File: src/rtl/glyph_row_serializer.sv
// Purpose: renders one ROWS x COLS glyph from a combinational font-row ROM as a
//          serial pixel stream, with SCALE-fold horizontal and vertical repetition.
// Latency: first pix_valid 2 cycles after start is sampled; one LOAD bubble per scaled line.
// Backpressure: pix_valid/pix_on/pix_eol/pix_eof hold stable until pix_ready accepts the beat.
//
// Ports:
//   clk, rst_n          clock, asynchronous active-low reset
//   start / busy / done start request (honoured in IDLE), activity flag, end-of-glyph pulse
//   row_addr / row_code font ROM row index and its same-cycle row data (MSB = leftmost pixel)
//   pix_valid / pix_ready / pix_on / pix_eol / pix_eof  pixel stream with line/frame markers
module glyph_row_serializer #(
    parameter int SCALE = 2,
    parameter int ROWS  = 6,
    parameter int COLS  = 5
) (
    input  logic            clk,
    input  logic            rst_n,
    input  logic            start,
    output logic            busy,
    output logic [2:0]      row_addr,
    input  logic [COLS-1:0] row_code,
    output logic            pix_valid,
    input  logic            pix_ready,
    output logic            pix_on,
    output logic            pix_eol,
    output logic            pix_eof,
    output logic            done
);

    typedef enum logic [1:0] {
        IDLE  = 2'd0,
        LOAD  = 2'd1,
        SHIFT = 2'd2,
        FIN   = 2'd3
    } state_t;

    localparam logic [2:0] S_LAST = 3'(SCALE - 1);
    localparam logic [2:0] C_LAST = 3'(COLS - 1);
    localparam logic [2:0] R_LAST = 3'(ROWS - 1);

    state_t          state;
    logic [COLS-1:0] shreg;
    logic [2:0]      row;
    logic [2:0]      col;
    logic [2:0]      hrep;
    logic [2:0]      vrep;

    logic at_eol;
    logic at_eof;
    logic accept;

    // Line/frame markers are decoded from the current beat position so they
    // stay aligned with pix_on while the consumer stalls.
    assign at_eol = (col == C_LAST) && (hrep == S_LAST);
    assign at_eof = at_eol && (row == R_LAST) && (vrep == S_LAST);
    assign accept = (state == SHIFT) && pix_ready;

    // All outputs are pure decodes of flops, so they are glitch-free and
    // collapse to 0 the moment reset clears the state and counters.
    assign busy      = (state != IDLE);
    assign done      = (state == FIN);
    assign pix_valid = (state == SHIFT);
    assign pix_on    = (state == SHIFT) && shreg[COLS-1];
    assign pix_eol   = (state == SHIFT) && at_eol;
    assign pix_eof   = (state == SHIFT) && at_eof;
    assign row_addr  = row;

    always_ff @(posedge clk or negedge rst_n) begin
        if (!rst_n) begin
            state <= IDLE;
            shreg <= '0;
            row   <= '0;
            col   <= '0;
            hrep  <= '0;
            vrep  <= '0;
        end else begin
            case (state)
                IDLE: begin
                    if (start) begin
                        row   <= '0;
                        vrep  <= '0;
                        state <= LOAD;
                    end
                end

                LOAD: begin
                    // ROM is combinational on row_addr, so the row is captured directly.
                    shreg <= row_code;
                    col   <= '0;
                    hrep  <= '0;
                    state <= SHIFT;
                end

                SHIFT: begin
                    if (accept) begin
                        if (hrep != S_LAST) begin
                            hrep <= hrep + 3'd1;
                        end else begin
                            hrep  <= '0;
                            shreg <= {shreg[COLS-2:0], 1'b0};
                            // col is parked at 0 after the last column so it never
                            // steps past its range; LOAD re-clears it anyway.
                            col   <= (col == C_LAST) ? 3'd0 : col + 3'd1;
                        end

                        if (at_eol) begin
                            if (vrep != S_LAST) begin
                                vrep  <= vrep + 3'd1;
                                state <= LOAD;
                            end else begin
                                vrep <= '0;
                                if (row != R_LAST) begin
                                    row   <= row + 3'd1;
                                    state <= LOAD;
                                end else begin
                                    state <= FIN;
                                end
                            end
                        end
                    end
                end

                FIN: begin
                    // Single-cycle done; a start seen here is dropped, not queued.
                    row   <= '0;
                    state <= IDLE;
                end

                default: state <= IDLE;
            endcase
        end
    end

endmodule

File: config.mk
export PLATFORM = sky130hd
export DESIGN_NAME = glyph_row_serializer
export DESIGN_NICKNAME = d
export VERILOG_FILES = /design/src/rtl/glyph_row_serializer.sv
export SDC_FILE = /design/constraint.sdc
export NUM_CORES = 1
export LEC_CHECK = 0
export CAP_MARGIN = 10
export CORE_ASPECT_RATIO = 0.9
export CORE_MARGIN = 5
export CORE_UTILIZATION = 40
export DETAILED_ROUTE_END_ITERATION = 7
export HOLD_SLACK_MARGIN = 0.05
export MAX_ROUTING_LAYER = met4
export PLACE_DENSITY_LB_ADDON = 0.15
export SYNTH_ARGS = -nofsm -noshare
export SYNTH_HDL_FRONTEND = slang
export SYNTH_SLANG_ARGS = --single-unit
File: constraint.sdc
create_clock -name clk -period 2.1 [get_ports clk]
set_input_delay 0.21 -clock clk [delete_from_list [all_inputs] [get_ports clk]]
set_output_delay 0.21 -clock clk [all_outputs]
set_load 0.05 [all_outputs]
* Word level (Yosys, flattened, before mapping)
Cells that the tools add are included.
** Storage, ports and cells
- Flip-flop bits (word level) :: 19
- Bits in latches :: 0
- Bits in writable memories :: 0
- Bits in read-only memories :: 0
- Input port bits :: 9
- Output and inout port bits :: 9
- Word-level logic and storage cells :: 69
- Memories :: 0
** Cells by class
- Add/sub/neg operators :: 4
- Multiply operators :: 0
- Divide/modulo/power cells :: 0
- Magnitude comparators :: 0
- Eq/ne operators :: 16
- Shift operators :: 0
- Muxes and demuxes :: 26
- Bitwise gates (word level) :: 0
- Reduce and logical (&&, ||, !) cells :: 17
** Operators by type and width (count)
- $mux 3 :: 13
- $pmux 3 s2 :: 3
- $add 3x1->3 const B :: 4
- $mux 2 :: 5
- $mux 5 :: 2
- $pmux 5 s2 :: 1
- $pmux 3 s3 :: 1
- $pmux 2 s4 :: 1
- $logic_and 1x1->1 :: 7
- $eq 3x1->1 const B :: 2
- $eq 3x3->1 const B :: 2
- $ne 2x1->1 const B :: 3
- $ne 2x2->1 const B :: 3
- $ne 3x1->1 const B :: 2
- $reduce_and 3->1 :: 2
- $reduce_and 6->1 :: 1
- $reduce_bool 2->1 :: 3
- $eq 2x2->1 const B :: 2
- $reduce_and 4->1 :: 1
- $ne 3x3->1 const B :: 1
- $reduce_bool 3->1 :: 1
- $eq 2x1->1 const B :: 1
- $logic_not 2->1 :: 1
- $reduce_and 2->1 :: 1

* Longest topological paths before layout
Gate-level depths: netlist of run 1.
- Depth in word-level cells :: 6
- Depth in mapped cells :: 6
- Mapped depth without buffers :: 6

* Worst setup path after synthesis of run 1
No wires, ideal clock.
- Path kind :: reg2out
- From :: register state[0]
- To :: output pix_eof
- Arrival time :: 1855 ps
- Data required time :: 1890 ps
- Setup slack :: 35 ps
- Stages on the path, launching flop included :: 6
- Buffers on the path :: 1
- Cell sequence :: dfrtp_1 nand2b_2 clkinv_1 buf_2 nand3_1 nor2_1
** On the way
- Cells in the longest elaborated chain, start to end :: 2
** Ends and longest elaborated chain
- start, declared :: line 41 : state_t state;
- start signal, assigned :: line 70 : state <= IDLE;
- start signal, assigned :: line 82 : state <= LOAD;
- start signal, assigned :: line 91 : state <= SHIFT;
- $eq 2x2->1
- via pix_valid :: line 22 : output logic pix_valid,
- $logic_and 1x1->1 :: line 65 : assign pix_eof = (state == SHIFT) && at_eof;
- end, declared :: line 26 : output logic pix_eof,
The timed path passes the listed nets, and every way through them passes these cells.

* Worst setup path after layout of run 1
- From :: register col[0]
- To :: output pix_eof
** On the way
- Cells in the longest elaborated chain, start to end :: 5
** Ends and longest elaborated chain
- start, declared :: line 44 : logic [2:0] col;
- start signal, assigned :: line 103 : col <= (col == C_LAST) ? 3'd0 : col + 3'd1;
- $eq 3x3->1 :: line 54 : assign at_eol = (col == C_LAST) && (hrep == S_LAST);
- $logic_and 1x1->1 :: line 54
- $logic_and 1x1->1 (2 in a row) :: line 55 : assign at_eof = at_eol && (row == R_LAST) && (vrep == S_LAST);
- $logic_and 1x1->1 :: line 65
Every way passes these cells.

==> flow_metrics.tcl, run 1 <==
set metrics [dict create \
    synth_area_um2 1090 \
    timing.fmax_ghz 0.525 \
    portBuffers 17 \
    crit_fanout 5 \
    dp_hpwl_um 1640 \
    cts_tree "yes" \
    grt_pass1_wl_um 3930 \
    synth_cells 117 \
    dr.first_iter.drc_count 51 \
    dr_wl_met2_um 1030 \
    htreeDepth 1 \
    endpoint_kind "primary output" \
    antenna_cells 0 \
    required_ns 1.89 \
    ys_seq_elements 19 \
    synth_area_leaders "dfrtp_1, o21ai_0, nand2_1" \
    p_int_w 0.000826 \
    relSlewSlack 0.666 \
    ir_drop_mv 0.474 \
    clock_latency_ns 0.30 \
    cts_root_buffer "clkbuf_4" \
    placed_area_um2 1290 \
    ys_warn_count 0 \
    met3_length_um 115 \
    nNetsFinal 151 \
    boundaryPins 18 \
    final_hold_viol_count 0 \
    row_count 18 \
    grt_overflow 0 \
    max_slew.worst_pin.slew_ns 0.499 \
    p_leak_nw 0.573 \
    top_layer_used "met4" \
    synth_seq_area_share 0.437 \
    area_growth_pct 21.7 \
    grt_max_degree 20 \
    setup.worst_path.start_class "flip-flop" \
    status "finished, final reports clean" \
    finalCriticalPeriod_ns 1.90 \
    grt_pass1_vias 874 \
    critical_path_class "flip-flop to primary output" \
    synthesis.nets 130 \
    dr_total_vias 912 \
    die_y_um 59.5 \
    die_x_um 65.0 \
    gr-usage-all-layers 0.138 \
    synth_ff_type "dfrtp_1" \
    antenna_found_initial 0 \
    holdCritPathClass "primary input to async pin" \
    fin_crit_sh 0.907 \
    coreArea_um2 2680 \
    cts_sinks 19 \
    synth_edf_count 0 \
    grt_setup_unrepaired "false" \
    synth_top_area_frac 0.437 \
    place_congestion 0.773 \
    postLayoutCellArea_um2 1320 \
    dr.pass1.iters 4 \
    routedWlPerCell_um 13.6 \
    mostFrequentLayoutCell "dfrtp_1" \
    post-cts-setup-buffer-count 0 \
    vias_per_cell 5.46 \
    setup_tns_ns 0 \
    synthArstFlopShare 1.00 \
    synth_area_leader_cell "dfrtp_1" \
    layout_common_cells "dfrtp_1, nand2_1, o21ai_0" \
    dieArea_um2 3860 \
    drive_gt1_frac 0.168 \
    path_clk_slew_ns 0.11 \
    fin_skew_ns 0.00607 \
    switching_share 0.456 \
    stdcell_count 167 \
    whs_ns 0.229 \
    drv_slew 0 \
    drcViolationCount 0 \
    p_comb_frac 0.490 \
    avgSynthCellArea_um2 9.29 \
    power.share.clock 0.125 \
    routed_wl_um 2270 \
    drt.antenna.violating_nets 0 \
    cts_buffer_depth 2 \
    power_density_nw_per_um2 1150 \
    place_inst 163 \
    cts_buffers 3 \
    cts_hold_buf 0 \
    drv_cap 0 \
    netlist-cell-type-count 37 \
    wl_met1_um 1090 \
    finalSetupViolations 0 \
    start_util 0.406 \
    worstPathArrival_ns 1.69 \
    seq_power_share 0.384 \
    power.switching_w 0.000693 \
]
==> through the flow <==
stage,total power [W],worst slack (ns),utilization
2_1_floorplan,0.00113,0.0352,-
3_3_place_gp,0.00131,0.372,0.481
3_5_place_dp,0.00134,0.325,0.481
4_1_cts,0.00153,0.0222,0.491
5_1_grt,0.00164,0.0207,0.494
6_report,0.00152,0.196,0.494
==> synth_stat cells (2+ instances only) <==
cell	number
nor2_1	6
mux2i_1	6
inv_1	7
buf_2	2
o21ai_0	13
nand3_1	7
a32o_1	3
and2_1	2
nor3b_1	2
ha_1	4
dfrtp_1	19
nand2_1	17
a21oi_1	3
a31oi_1	3
==> worst max-delay path, cell delays in order, from the launching register on <==
cell      delay [ns]
dfrtp_1         0.42
inv_1           0.08
ha_1            0.19
and4bb_4        0.28
nand3_1         0.11
nor2_2          0.17
buf_12          0.15
==> what timing repair did <==
| item | CTS | global route |
|---|---|---|
| gates resized for setup | 0 | 3 |
| hold endpoints to repair | 0 | 0 |
| setup endpoints to repair | 0 | 3 |
==> state kept, by name, summed over array words and instances, names as in the netlist <==
| register | count |
|---|---|
| hrep | 3 |
| shreg | 5 |
| col | 3 |
| row_addr | 3 |
| vrep | 3 |
| state | 2 |
==> worst paths after layout <==
kind	startpoint	endpoint	slack (ns)	cells past startpoint
worst min-delay path	rst_n	vrep[2]$_DFFE_PN0P_	0.23	2
max in group asynchronous	rst_n	state[1]$_DFFE_PN0P_	1.65	2
min in group clk	shreg[4]$_DFFE_PN0P_	shreg[4]$_DFFE_PN0P_	0.48	2
worst min register to register	shreg[4]$_DFFE_PN0P_	shreg[4]$_DFFE_PN0P_	0.48	2
worst max register to register	col[0]$_DFFE_PN0P_	row_addr[1]$_DFFE_PN0P_	0.47	6
worst max-delay path	col[0]$_DFFE_PN0P_	pix_eof	0.20	6
==> power by group through the flow <==
| stage | Clock (W) | Sequential, W | Combinational, W |
|---|---|---|---|
| floorplan | 0 | 0.000542 | 0.000584 |
| global placement | 0 | 0.000581 | 0.000729 |
| detailed placement | 0 | 0.000590 | 0.000746 |
| CTS | 0.000198 | 0.000582 | 0.000746 |
| global route | 0.000211 | 0.000606 | 0.000826 |
| finish | 0.000190 | 0.000584 | 0.000745 |
==> final cells by class <==
| type | count | area [um^2] |
|---|---|---|
| tap | 30 | 37.5 |
| multi-input combinational | 85 | 552 |
| timing repair buffer | 21 | 198 |
| inverter | 8 | 33.8 |
| sequential | 19 | 477 |
| fill | 268 | 1360 |
| clock buffer | 4 | 26.3 |
==> kinds of logic (layout without fill, tap and decap cells) <==
group / after synthesis / count (layout) / share of synthesized area
buffers and inverters: 13 / 33 / 0.0575
AOI/OAI and AO/OA: 30 / 30 / 0.183
adders and majority gates: 4 / 4 / 0.0460
muxes: 6 / 6 / 0.0552
and+or+nand+nor: 45 / 45 / 0.221
DFF: 19 / 19 / 0.437
==> layer usage <==
layer / global-route usage / vias up
met3: 0.0474 / 4
met1: 0.170 / 434
met4: 0.0512 / 0
met5: - / -
met2: 0.210 / 22
li1: - / 452
Note: power is estimated with default switching activity, not from simulation.
==> run 2: changes to the inputs <==
Settings changed: TNS_END_PERCENT set to 50.
==> results of run 2 <==
The final DEF is identical to that of run 1; final timing and power are the same.
